<file path="config.mk">
export PLATFORM = sky130hd
export DESIGN_NAME = demux1x4_stream_nbit
export DESIGN_NICKNAME = d
export VERILOG_FILES = /design/src/rtl/demux1x4_stream_nbit.sv
export SDC_FILE = /design/constraint.sdc
export NUM_CORES = 1
export LEC_CHECK = 0
export BUFFER_PORTS_ARGS = -buffer_cell sky130_fd_sc_hd__buf_4
export CORE_ASPECT_RATIO = 0.75
export CORE_UTILIZATION = 40
export DETAILED_ROUTE_END_ITERATION = 10
export PLACE_DENSITY = 0.68
export SLEW_MARGIN = 20
export SYNTH_ARGS = -nofsm -noshare
export SYNTH_HDL_FRONTEND = slang
export SYNTH_SLANG_ARGS = --single-unit
</file>
<file path="constraint.sdc">
create_clock -name clk -period 2.8 [get_ports clk]
set_input_delay 0.28 -clock clk [delete_from_list [all_inputs] [get_ports clk]]
set_output_delay 0.28 -clock clk [all_outputs]
set_load 0.1 [all_outputs]
</file>
<file path="src/rtl/demux1x4_stream_nbit.sv">
// demux1x4_stream_nbit
// Registered 1-to-4 stream demultiplexer. One valid/ready input fans out to
// four one-deep output slots. The target slot is picked by s, or by an
// internal round-robin pointer when rr_en is high.
module demux1x4_stream_nbit #(
    parameter int n = 4
) (
    input  logic         clk,
    input  logic         rst,
    input  logic [n-1:0] i,
    input  logic         i_valid,
    output logic         i_ready,
    input  logic [1:0]   s,
    input  logic         rr_en,
    output logic [n-1:0] f0,
    output logic [n-1:0] f1,
    output logic [n-1:0] f2,
    output logic [n-1:0] f3,
    output logic [3:0]   f_valid,
    input  logic [3:0]   f_ready
);

    logic [n-1:0] data_q [4];
    logic [n-1:0] data_d [4];
    logic [3:0]   vld_q;
    logic [3:0]   vld_d;
    logic [1:0]   ptr_q;
    logic [1:0]   ptr_d;
    logic [1:0]   tgt;
    logic         accept;

    // Target selection, ready and next-state for slots and round-robin pointer.
    // i_ready depends only on registered state, s, rr_en and f_ready, never on i_valid.
    always_comb begin
        tgt     = rr_en ? ptr_q : s;
        i_ready = ~vld_q[tgt] | f_ready[tgt];
        accept  = i_valid & i_ready;

        // Every occupied slot whose consumer is ready drains this cycle.
        vld_d   = vld_q & ~f_ready;
        data_d  = data_q;
        ptr_d   = ptr_q;

        // A load into the target overrides its drain, so back-to-back words
        // into one channel keep it full at one word per cycle.
        if (accept) begin
            vld_d[tgt]  = 1'b1;
            data_d[tgt] = i;
            if (rr_en) begin
                ptr_d = ptr_q + 2'd1;
            end
        end
    end

    // State register; reset discards any pending words and rewinds the pointer.
    always_ff @(posedge clk) begin
        if (rst) begin
            for (int k = 0; k < 4; k++) begin
                data_q[k] <= '0;
            end
            vld_q <= 4'b0000;
            ptr_q <= 2'd0;
        end else begin
            for (int k = 0; k < 4; k++) begin
                data_q[k] <= data_d[k];
            end
            vld_q <= vld_d;
            ptr_q <= ptr_d;
        end
    end

    assign f0      = data_q[0];
    assign f1      = data_q[1];
    assign f2      = data_q[2];
    assign f3      = data_q[3];
    assign f_valid = vld_q;

endmodule
</file>
After elaboration in Yosys (flattened, before gate mapping)

Index checks and enable logic that the tools add are counted.

Output and inout bits: 21
Logic and storage cells: 32
Register bits: 22
Input port bits: 14

$lt $le $gt $ge: 4
Bitwise gates (word level): 7
Mux-type cells: 11
Add/subtract/negate cells: 1
Reduce and logical (&&, ||, !) cells: 3

Operators with widths:

| kind                                                                                 | count |
|---|---|
| 16-bit bitwise mux                                                                   | 1 |
| 4-bit demux with 2-bit select                                                        | 1 |
| 4-bit 2-to-1 mux                                                                     | 2 |
| 4-bit AND                                                                            | 1 |
| 1-bit binary-select mux with 2-bit select                                            | 2 |
| 4-bit inverter                                                                       | 1 |
| 4-bit OR                                                                             | 1 |
| 3-bit greater-or-equal comparator (second input constant)                            | 1 |
| 2-bit by 3-bit less-than comparator with 1-bit output (second input constant)        | 1 |
| 3-bit by 1-bit less-than comparator with 1-bit output (second input constant)        | 1 |
| 1-bit 2-to-1 mux                                                                     | 3 |
| 2-bit inverter with 3-bit output                                                     | 1 |
| 2-bit by 1-bit adder with 2-bit output (second input constant)                       | 1 |
| 1-bit demux with 2-bit select                                                        | 1 |
| 2-bit by 1-bit greater-or-equal comparator with 1-bit output (second input constant) | 1 |
| 1-bit logical AND                                                                    | 2 |
| 2-bit 2-to-1 mux                                                                     | 1 |
| 2-bit AND reduction                                                                  | 1 |
| 1-bit AND                                                                            | 1 |
| 1-bit inverter                                                                       | 1 |
| 1-bit OR                                                                             | 1 |

Logic depth before layout (Yosys ltp)

Gate-level depths: netlist (run 1).

Word-level depth: 7
Depth in mapped cells: 5
Depth with buffers taken out: 4

Worst setup path before layout (run 1)

Ideal clock, no wire load.

Path kind: register to output
From: register vld_q[0], in the netlist f_valid[0]
To: output i_ready
Stages on the path, launching flop included: 4
Path buffers: 0
Data required time: 2520 ps
Arrival: 2543 ps
Slack: -23 ps
Cell sequence: dfxtp_1 -> nand2b_1 -> mux2i_1 -> mux2i_1

Word-level cells in the longest chain between the ends: 4

Ends and longest elaborated chain:

| element                                   | RTL line | source |
|---|---|---|
| start, declared                           | 25       | `logic [3:0] vld_q;` |
| start signal, assigned                    | 67       | `vld_q <= vld_d;` |
| 1-bit binary-select mux with 2-bit select | 36       | `i_ready = ~vld_q[tgt] \| f_ready[tgt];` |
| 1-bit 2-to-1 mux (not written as such)    | 36       |  |
| 1-bit inverter                            | 36       |  |
| 1-bit OR                                  | 36       |  |
| end, declared                             | 12       | `output logic i_ready,` |

Every way passes these cells. The select of a mux whose other input is x is not followed.

Worst setup path in the final report (run 1)

From: register ptr_q[0]
To: output i_ready

Word-level cells in the longest chain between the ends: 5
Elaborated cells on any way between the ends: 7
Classes of those cells: mux (5); bitwise (2)

Ends and longest elaborated chain:

| element                                   | RTL line | source |
|---|---|---|
| start, declared                           | 27       | `logic [1:0] ptr_q;` |
| start signal, assigned                    | 68       | `ptr_q <= ptr_d;` |
| 2-bit 2-to-1 mux (*)                      | 35       | `tgt = rr_en ? ptr_q : s;` |
| 1-bit binary-select mux with 2-bit select | 36       |  |
| 1-bit 2-to-1 mux (not written as such)    | 36       |  |
| 1-bit inverter                            | 36       |  |
| 1-bit OR (*)                              | 36       |  |

Every way passes the cells marked *; elsewhere a longest branch is shown, timed or not. The select of a mux whose other input is x is not followed.

==> results of run 1 <==
==> sequential cells by signal, indices dropped and copies added, names as in the netlist <==
signal / count
f_valid: 4
f3: 4
f0: 4
f1: 4
ptr_q: 2
f2: 4
==> metal layers <==
layer / part of all wire / track usage
met1: 0.48 / 0.2378
met2: 0.45 / 0.2458
met3: 0.075 / 0.07716
met4: 0 / 0.01500
met5: 0 / 0
==> power by group through the flow <==
stage                     registers (uW)  logic, uW  clock network, uW
final                                334        177                135
after detailed placement             341        177                  0
after CTS                            334        178                141
after floorplan                      424       47.5                  0
after global placement               341        176                  0
after global routing                 336        184                158
==> worst max-delay path, stage by stage (launching register included) <==
cell	delay [ps]
dfxtp_1	340
mux2i_1	440
mux2i_2	260
buf_4	310
==> final timing paths <==
path | cells past startpoint | slack, ps | from | to
max | 3 | 880 | ptr_q[0]$_SDFFE_PP0P_ | i_ready
min | 3 | 240 | i[2] | f2[2]$_SDFFE_PP0P_
max reg2reg | 4 | 1150 | ptr_q[0]$_SDFFE_PP0P_ | f0[2]$_SDFFE_PP0P_
min reg2reg | 2 | 510 | f1[1]$_SDFFE_PP0P_ | f1[1]$_SDFFE_PP0P_
==> metrics by stage <==
step	cell area, sq um	hold WS (ps)	cells	total power (uW)
floorplan	859.6	349.1	81	471.8
global placement	1132	469.1	136	516.3
detailed placement	1132	486.8	136	518.6
CTS	1155	233.2	139	653.0
global route	1155	217.2	139	678.2
finish	1155	239.5	139	646.3
==> cell families after synthesis <==
logic type | count (synthesis)
muxes | 21
DFF | 22
AOI/OAI and AO/OA | 8
buffers and inverters | 3
and+or+nand+nor | 27
==> placed cells by master (no fill, tap or decap), drive strengths merged <==
master and n:
o21ai 1, nand4 1, buf 34, o31ai 1, a21oi 6, dfxtp 22
nand4b 2, mux2i 21, nor2 16, or3 1, nand2 1, nand2b 4
or4 1, clkbuf 3, nand4bb 1
==> cell type report <==
class	count	area share
Sequential cell	22	0.3814
Clock buffer	3	0.01950
Multi-Input combinational cell	56	0.3521
Tap cell	24	0.02600
Timing Repair Buffer	34	0.2210
==> flow_metrics.env, run 1 <==
export IMPL_seqPwrFrac=0.517
export IMPL_skew_ps=0.9579
export IMPL_synth_area_leaders="dfxtp_1, mux2i_1, nor2_1, a21oi_1, nand2b_1"
export IMPL_diodes=0
export IMPL_power_leakage_uw=0.0005962
export IMPL_synth_nets=95
export IMPL_synthAdderAreaFrac=0
export IMPL_slew_headroom=0.6382
export IMPL_row_count=14
export IMPL_maxSlewViolCount=0
export IMPL_via_per_inst=5.137
export IMPL_hpwlAfterDp_microns=1371
export IMPL_grt_pass1_wl_microns=3042
export IMPL_setup_viol=0
export IMPL_internal_power_uw=426.1
export IMPL_ant_nets=0
export IMPL_cts_resized=0
export IMPL_synth_xor_area_share=0
export IMPL_clock_path_buffers=2
export IMPL_dr_pass1_iters=5
export IMPL_ys_seq_elements=22
export IMPL_start_util=0.4248
export IMPL_drc=0
export IMPL_cts_tree="yes"
export IMPL_synth_cells=81
export IMPL_arrival_ps=1640
export IMPL_fillers=190
export IMPL_layout_drive_gt1_share=0.3391
export IMPL_worstPathRequired_ps=2520
export IMPL_die_area_sq_um=2331
export IMPL_area_growth_pct=34.94
export IMPL_rsz0062_at_grt="no"
export IMPL_cp_max_fo=7
export IMPL_async_flop_share=0
export IMPL_grt_use_total=0.1687
export IMPL_synth_compound_area_frac=0.04971
export IMPL_grt_overflow=0
export IMPL_crit_path_end_kind="output pin"
export IMPL_worstMarginPinSlew_ps=527.6
export IMPL_hold_path_class="in2reg"
export IMPL_synth_most_common_cell="dfxtp_1"
export IMPL_combPwrFrac=0.274
export IMPL_io_buffers=34
export IMPL_avgRoutedWirePerCell_microns=13.09
export IMPL_netlist_area_sq_um=855.8
export IMPL_dp_slack_ps=1001
export IMPL_synth_common_cells="dfxtp_1, mux2i_1, nor2_1"
export IMPL_hold_violations=0
export IMPL_fin_util=0.5733
export IMPL_numCtsBuffers=3
export IMPL_postCtsSetupRepairBufs=0
export IMPL_layout_min_cycle_time_ps=1925
export IMPL_status="finished, final reports clean"
export IMPL_yosysTopAreaCellShare=0.5146
export IMPL_fp_coreArea_sq_um=2014
export IMPL_via_count=714
export IMPL_num_io_pins=35
export IMPL_seq_area_frac_synth=0.5146
export IMPL_crit_path_start_kind="flip-flop"
export IMPL_fin_crit_sh=0.6873
export IMPL_cellPowerDensity_nw_per_um2=559.6
export IMPL_ff_latch_area_sq_um=440.4
export IMPL_max_clock_freq_mhz=519.6
export IMPL_ctsHoldBuffers=0
export IMPL_die_h_microns=42.06
export IMPL_synth_top_area_cell="dfxtp_1"
export IMPL_multi_input_area_sq_um=406.6
export IMPL_drt_iter0_drc=16
export IMPL_yosysUniqueCellTypes=16
export IMPL_synth_area_per_cell_sq_um=10.57
export IMPL_grt_max_degree=23
export IMPL_die_w_microns=55.41
export IMPL_globalplace_congestion=0.7579
export IMPL_cts_sinks=22
export IMPL_clock_latency_ps=300
export IMPL_fin_ws_ps=875.4
export IMPL_p_sw_uw=220.2
export IMPL_p_sw_frac=0.3407
export IMPL_clkPwrFrac=0.210
export IMPL_drv_cap=0
export IMPL_synth_edff_count=0
export IMPL_fin_nets=131
export IMPL_htreeDepth=1
export IMPL_antenna_found_initial=0
export IMPL_yosys_warnings=0
export IMPL_first_global_vias=641
export IMPL_yosys_most_used_dff="dfxtp_1"
export IMPL_vdd_drop_max_mv=0.3512
export IMPL_synth_mux_area_frac=0.2602
export IMPL_critPathKind="reg2out"
export IMPL_cts_clk_slew_worst_paths_ps=110
export IMPL_synth_top_family_by_area="multiplexers"
export IMPL_totalWireLength_microns=1819
export IMPL_yosys_area_share_simple=0.1608
export IMPL_root_buffer="clkbuf_4"
export IMPL_setup_tns_ps=0
Power figures use the tool's default switching activity.
==> inputs of run 2 (changes only) <==
- clock period: 2.8 -> 2 ns (I/O delays scaled with it)
==> run 2 against run 1 <==
Net effect: largest cell class unchanged; utilization up 1.3 points; die area stayed put; via count shrank 1.8%; highest routed layer is now met4; largest power group unchanged; critical path depth increased by 1.
==> flow_metrics.env, run 2 (synthesis gave the netlist of run 1 again) <==
export IMPL_vdd_drop_max_mv=0.6004
export IMPL_multi_input_area_sq_um=419.2
export IMPL_num_io_pins=35
export IMPL_final_area_sq_um=1181
export IMPL_grt_overflow=0
export IMPL_first_global_vias=671
export IMPL_die_h_microns=42.06
export IMPL_hold_path_class="in2reg"
export IMPL_hp_start="i[2]"
export IMPL_via_count=701
export IMPL_cp_num_buf_inv=1
export IMPL_die_w_microns=55.41
export IMPL_row_count=14
export IMPL_htreeDepth=1
export IMPL_slew_headroom=0.6900
export IMPL_drc=0
export IMPL_grt_max_degree=23
export IMPL_ff_latch_area_sq_um=440.4
export IMPL_ant_nets=0
export IMPL_rr_startpoint="ptr_q[0]$_SDFFE_PP0P_"
export IMPL_crit_path_start_kind="flip-flop"
export IMPL_power_leakage_uw=0.0006030
export IMPL_dpl_cell_area_sq_um=1141
export IMPL_cellPowerDensity_nw_per_um2=812.8
export IMPL_crit_path_end_kind="output pin"
export IMPL_fin_nets=131
export IMPL_start_util=0.4248
export IMPL_grt_pass1_wl_microns=2918
export IMPL_io_buffers=34
export IMPL_cp_max_fo=6
export IMPL_worstMarginPinSlew_ps=455.9
export IMPL_drv_cap=0
export IMPL_maxUsedRoutingLayer="met4"
export IMPL_clock_path_buffers=2
export IMPL_layout_min_cycle_time_ps=1912
export IMPL_holdWs_ps=149.2
export IMPL_antenna_found_initial=0
export IMPL_cts_tree="yes"
export IMPL_cpLargestDelayFamily="multiplexers"
export IMPL_cts_resized=1
export IMPL_hpwlAfterDp_microns=1388
export IMPL_worstPathRequired_ps=1800
export IMPL_rsz0062_at_grt="no"
export IMPL_ctsHoldBuffers=0
export IMPL_dr_pass1_iters=3
export IMPL_wl_met2_microns=858
export IMPL_skew_ps=1.485
export IMPL_power_uw=960.1
export IMPL_cp_cell_sequence="mux2i_4, mux2i_1, mux2i_4, buf_4"
export IMPL_crit_slowest_cell="mux2i_1"
export IMPL_area_growth_pct=38.01
export IMPL_maxSlewViolCount=0
export IMPL_wl_met3_microns=100
export IMPL_cts_clk_slew_worst_paths_ps=120
export IMPL_numCtsBuffers=3
export IMPL_cts_sinks=22
export IMPL_met1Wirelength_microns=874
export IMPL_mostFrequentLayoutCells="buf_4, dfxtp_1, mux2i_1"
export IMPL_cp_common_cell="mux2i_4"
export IMPL_via_per_inst=5.007
export IMPL_status="finished, final reports clean"
export IMPL_fin_crit_sh=0.9559
export IMPL_die_area_sq_um=2331
export IMPL_fp_coreArea_sq_um=2014
export IMPL_setup_viol=0
export IMPL_root_buffer="clkbuf_4"
export IMPL_totalWireLength_microns=1846
export IMPL_arrival_ps=1710
export IMPL_setup_tns_ps=0
export IMPL_avgRoutedWirePerCell_microns=13.19
export IMPL_layout_commonest_cell="buf_4"
export IMPL_grt_use_total=0.1639
export IMPL_crit_path_start="ptr_q[1]$_SDFFE_PP0P_"
export IMPL_drt_iter0_drc=9
export IMPL_max_clock_freq_mhz=523.1
export IMPL_globalplace_congestion=0.7626
export IMPL_hold_violations=0
export IMPL_critical_path_max_stage_delay_ps=460
export IMPL_postCtsSetupRepairBufs=0
export IMPL_critPathKind="reg2out"
export IMPL_diodes=0
export IMPL_layout_drive_gt1_share=0.3534
export IMPL_clock_latency_ps=300
export IMPL_fillers=189
run 2: per-layer routing:
metal / track usage / up-vias
met3: 0.07407 / 2
li1: - / 353
met2: 0.2627 / 20
met5: 0 / -
met1: 0.1965 / 326
met4: 0.05500 / 0
run 2: per-stage QoR:
stage	utilization	instances	setup slack, ps
after floorplan	-	81	41.39
after global placement	0.5665	136	256.5
after detailed placement	0.5665	136	187.0
after CTS	0.5863	140	71.20
after global routing	0.5863	140	6.456
final	0.5863	140	88.14
run 2: worst min-delay path, stage by stage:
cell and delay [ps]:
buf_4 100, mux2i_1 60, nor2_1 70
run 2: cell type report:
cell class | instances | share of cell area
clock buffer | 4 | 0.03072
multi-input combinational | 56 | 0.3549
sequential | 22 | 0.3729
tap | 24 | 0.02542
timing repair buffer | 34 | 0.2161
run 2: path summary, 6_finish.rpt:
kind / end / slack [ps] / depth (start not counted)
worst min register to register: ptr_q[0]$_SDFFE_PP0P_ / 510 / 2
worst max register to register: f0[2]$_SDFFE_PP0P_ / 440 / 4
worst max-delay path: i_ready / 90 / 4
worst min-delay path: f3[2]$_SDFFE_PP0P_ / 150 / 3
run 2: power breakdown:
part | switching (uW) | leakage [uW] | internal, uW
Clock | 131 | 0.0000210 | 111
Combinational | 179 | 0.000403 | 71.5
Sequential | 10.9 | 0.000179 | 457
Total | 321 | 0.000603 | 639
==> inputs of run 3 (changes only) <==
- PLACE_DENSITY: 0.68 -> 0.71
- clock period: 2 -> 1.6 ns (I/O delays scaled with it)
==> run 3 against run 2 <==
Net effect: the run now ends with setup timing left; critical path depth stayed put; clock-buffer cell count stayed put; die area stayed put; cell area is 11% higher; utilization is 6.5 points higher; first-iteration DRC count is 44% higher; register-to-register slack worse by 440 ps; clock skew is 3.3 ps higher; hold slack worse by 39 ps; sequential power is 25% higher; critical path type unchanged; combinational power is 41% higher.
==> flow_metrics.env, run 3 (synthesis gave the netlist of run 1 again) <==
export IMPL_status="finished, violations left"
export IMPL_violations="setup timing"
export IMPL_vdd_drop_max_mv=0.6656
export IMPL_mostFrequentLayoutCells="buf_4, dfxtp_1, mux2i_1, nor2_1, a21oi_1"
export IMPL_fin_ws_ps=-71.12
export IMPL_worstPathRequired_ps=1440
export IMPL_dpl_cell_area_sq_um=1170
export IMPL_grt_max_degree=23
export IMPL_rsz0062_at_grt="yes"
export IMPL_cp_endpoint="i_ready"
export IMPL_clock_latency_ps=310
export IMPL_skew_ps=4.828
export IMPL_drc=0
export IMPL_die_area_sq_um=2331
export IMPL_place_inst=138
export IMPL_cp_common_cell="mux2i_4"
export IMPL_fin_crit_sh=1.044
export IMPL_setup_tns_ps=-75.05
export IMPL_layout_min_cycle_time_ps=1671
export IMPL_dp_slack_ps=46.92
export IMPL_cts_tree="yes"
export IMPL_hold_violations=0
export IMPL_htreeDepth=1
export IMPL_reg2reg_depth=9
export IMPL_cts_clk_slew_worst_paths_ps=120
export IMPL_crit_path_start_kind="flip-flop"
export IMPL_critPathKind="reg2out"
export IMPL_io_buffers=34
export IMPL_arrival_ps=1510
export IMPL_cts_sinks=22
export IMPL_grt_overflow=0
export IMPL_hold_path_class="in2reg"
export IMPL_power_leakage_uw=0.0006592
export IMPL_start_util=0.4248
export IMPL_area_growth_pct=53.36
export IMPL_antenna_found_initial=0
export IMPL_drt_iter0_drc=13
export IMPL_cellPowerDensity_nw_per_um2=944.1
export IMPL_diodes=0
export IMPL_slew_headroom=0.7666
export IMPL_row_count=14
export IMPL_cp_num_buf_inv=1
export IMPL_crit_path_end_kind="output pin"
export IMPL_layout_drive_gt1_share=0.4646
export IMPL_r2r_setup_slack_ps=0
export IMPL_critical_path_max_stage_delay_ps=360
export IMPL_num_io_pins=35
export IMPL_r2r_end="f0[0]$_SDFFE_PP0P_"
export IMPL_crit_path_start="ptr_q[1]$_SDFFE_PP0P_"
export IMPL_grt_use_total=0.1926
export IMPL_max_clock_freq_mhz=598.4
export IMPL_totalWireLength_microns=2133
export IMPL_via_per_inst=5.000
export IMPL_setup_viol=2
export IMPL_ant_nets=0
export IMPL_worstMarginPinSlew_ps=348.1
export IMPL_die_h_microns=42.06
export IMPL_cpLargestDelayFamily="multiplexers"
export IMPL_numCtsBuffers=3
export IMPL_first_global_vias=721
export IMPL_maxSlewViolCount=0
export IMPL_stdcell_count=151
export IMPL_hpwlAfterDp_microns=1384
export IMPL_via_count=755
export IMPL_fin_nets=142
export IMPL_globalplace_congestion=0.7104
export IMPL_fp_coreArea_sq_um=2014
export IMPL_die_w_microns=55.41
export IMPL_cp_cell_sequence="mux2i_4, mux2i_2, mux2i_4, buf_12"
export IMPL_rr_startpoint="ptr_q[1]$_SDFFE_PP0P_"
export IMPL_dr_pass1_iters=5
export IMPL_grt_pass1_wl_microns=3367
export IMPL_crit_slowest_cell="dfxtp_2"
export IMPL_clock_path_buffers=2
export IMPL_layout_commonest_cell="buf_4"
export IMPL_final_area_sq_um=1313
export IMPL_cp_num_cells=4
export IMPL_root_buffer="clkbuf_4"
export IMPL_cp_max_fo=4
export IMPL_drv_cap=0
export IMPL_avgRoutedWirePerCell_microns=14.13
-- run 3: metrics by stage --
step             util  power, uW  hold slack, ps
2_1_floorplan       -      828.8           219.4
3_3_place_gp   0.5807      911.1           424.4
3_5_place_dp   0.5807      914.7           431.9
4_1_cts        0.6441       1246           101.2
5_1_grt        0.6516       1292           101.1
6_report       0.6516       1239           109.9
-- run 3: what timing repair did --
item,in CTS,in global routing
setup endpoints to repair,1,9
hold endpoints to repair,0,0
setup buffers,7,2
resized for setup,8,0
hold buffers,0,0
-- run 3: routing by layer --
layer | vias up | share of wire | track usage
met5 | - | 0 | 0
met4 | 0 | 0.0084 | 0.04500
met3 | 4 | 0.079 | 0.07716
met2 | 31 | 0.47 | 0.3253
met1 | 343 | 0.44 | 0.2315
li1 | 377 | - | -
-- run 3: how the worst min path moves through the flow --
stage               startpoint               endpoint  slack [ps]  cells past startpoint
finish                    i[2]     f2[2]$_SDFFE_PP0P_         110                      3
detailed placement        i[1]     f1[1]$_SDFFE_PP0P_         430                      3
global route              i[1]     f2[1]$_SDFFE_PP0P_         100                      3
global placement          i[0]     f3[0]$_SDFFE_PP0P_         420                      3
CTS                       i[1]     f2[1]$_SDFFE_PP0P_         100                      3
floorplan                  rst  f_valid[1]$_SDFF_PP0_         220                      1
-- run 3: power by group --
group	switching, uW	internal, uW
logic	236	116
clock network	164	139
registers	13.9	570
-- run 3: area by class of cell --
type	instances	area, sq um
sequential	22	451.7
timing repair buffer	45	350.3
multi-input combinational	56	444.2
clock buffer	4	36.28
tap	24	30.03
fill	185	701.9
-- run 3: tightest hold or removal path, delay by kind of cell --
family | cells | cell delay, ps
buf+inv | 1 | 100
simple gates | 1 | 70
mux | 1 | 60
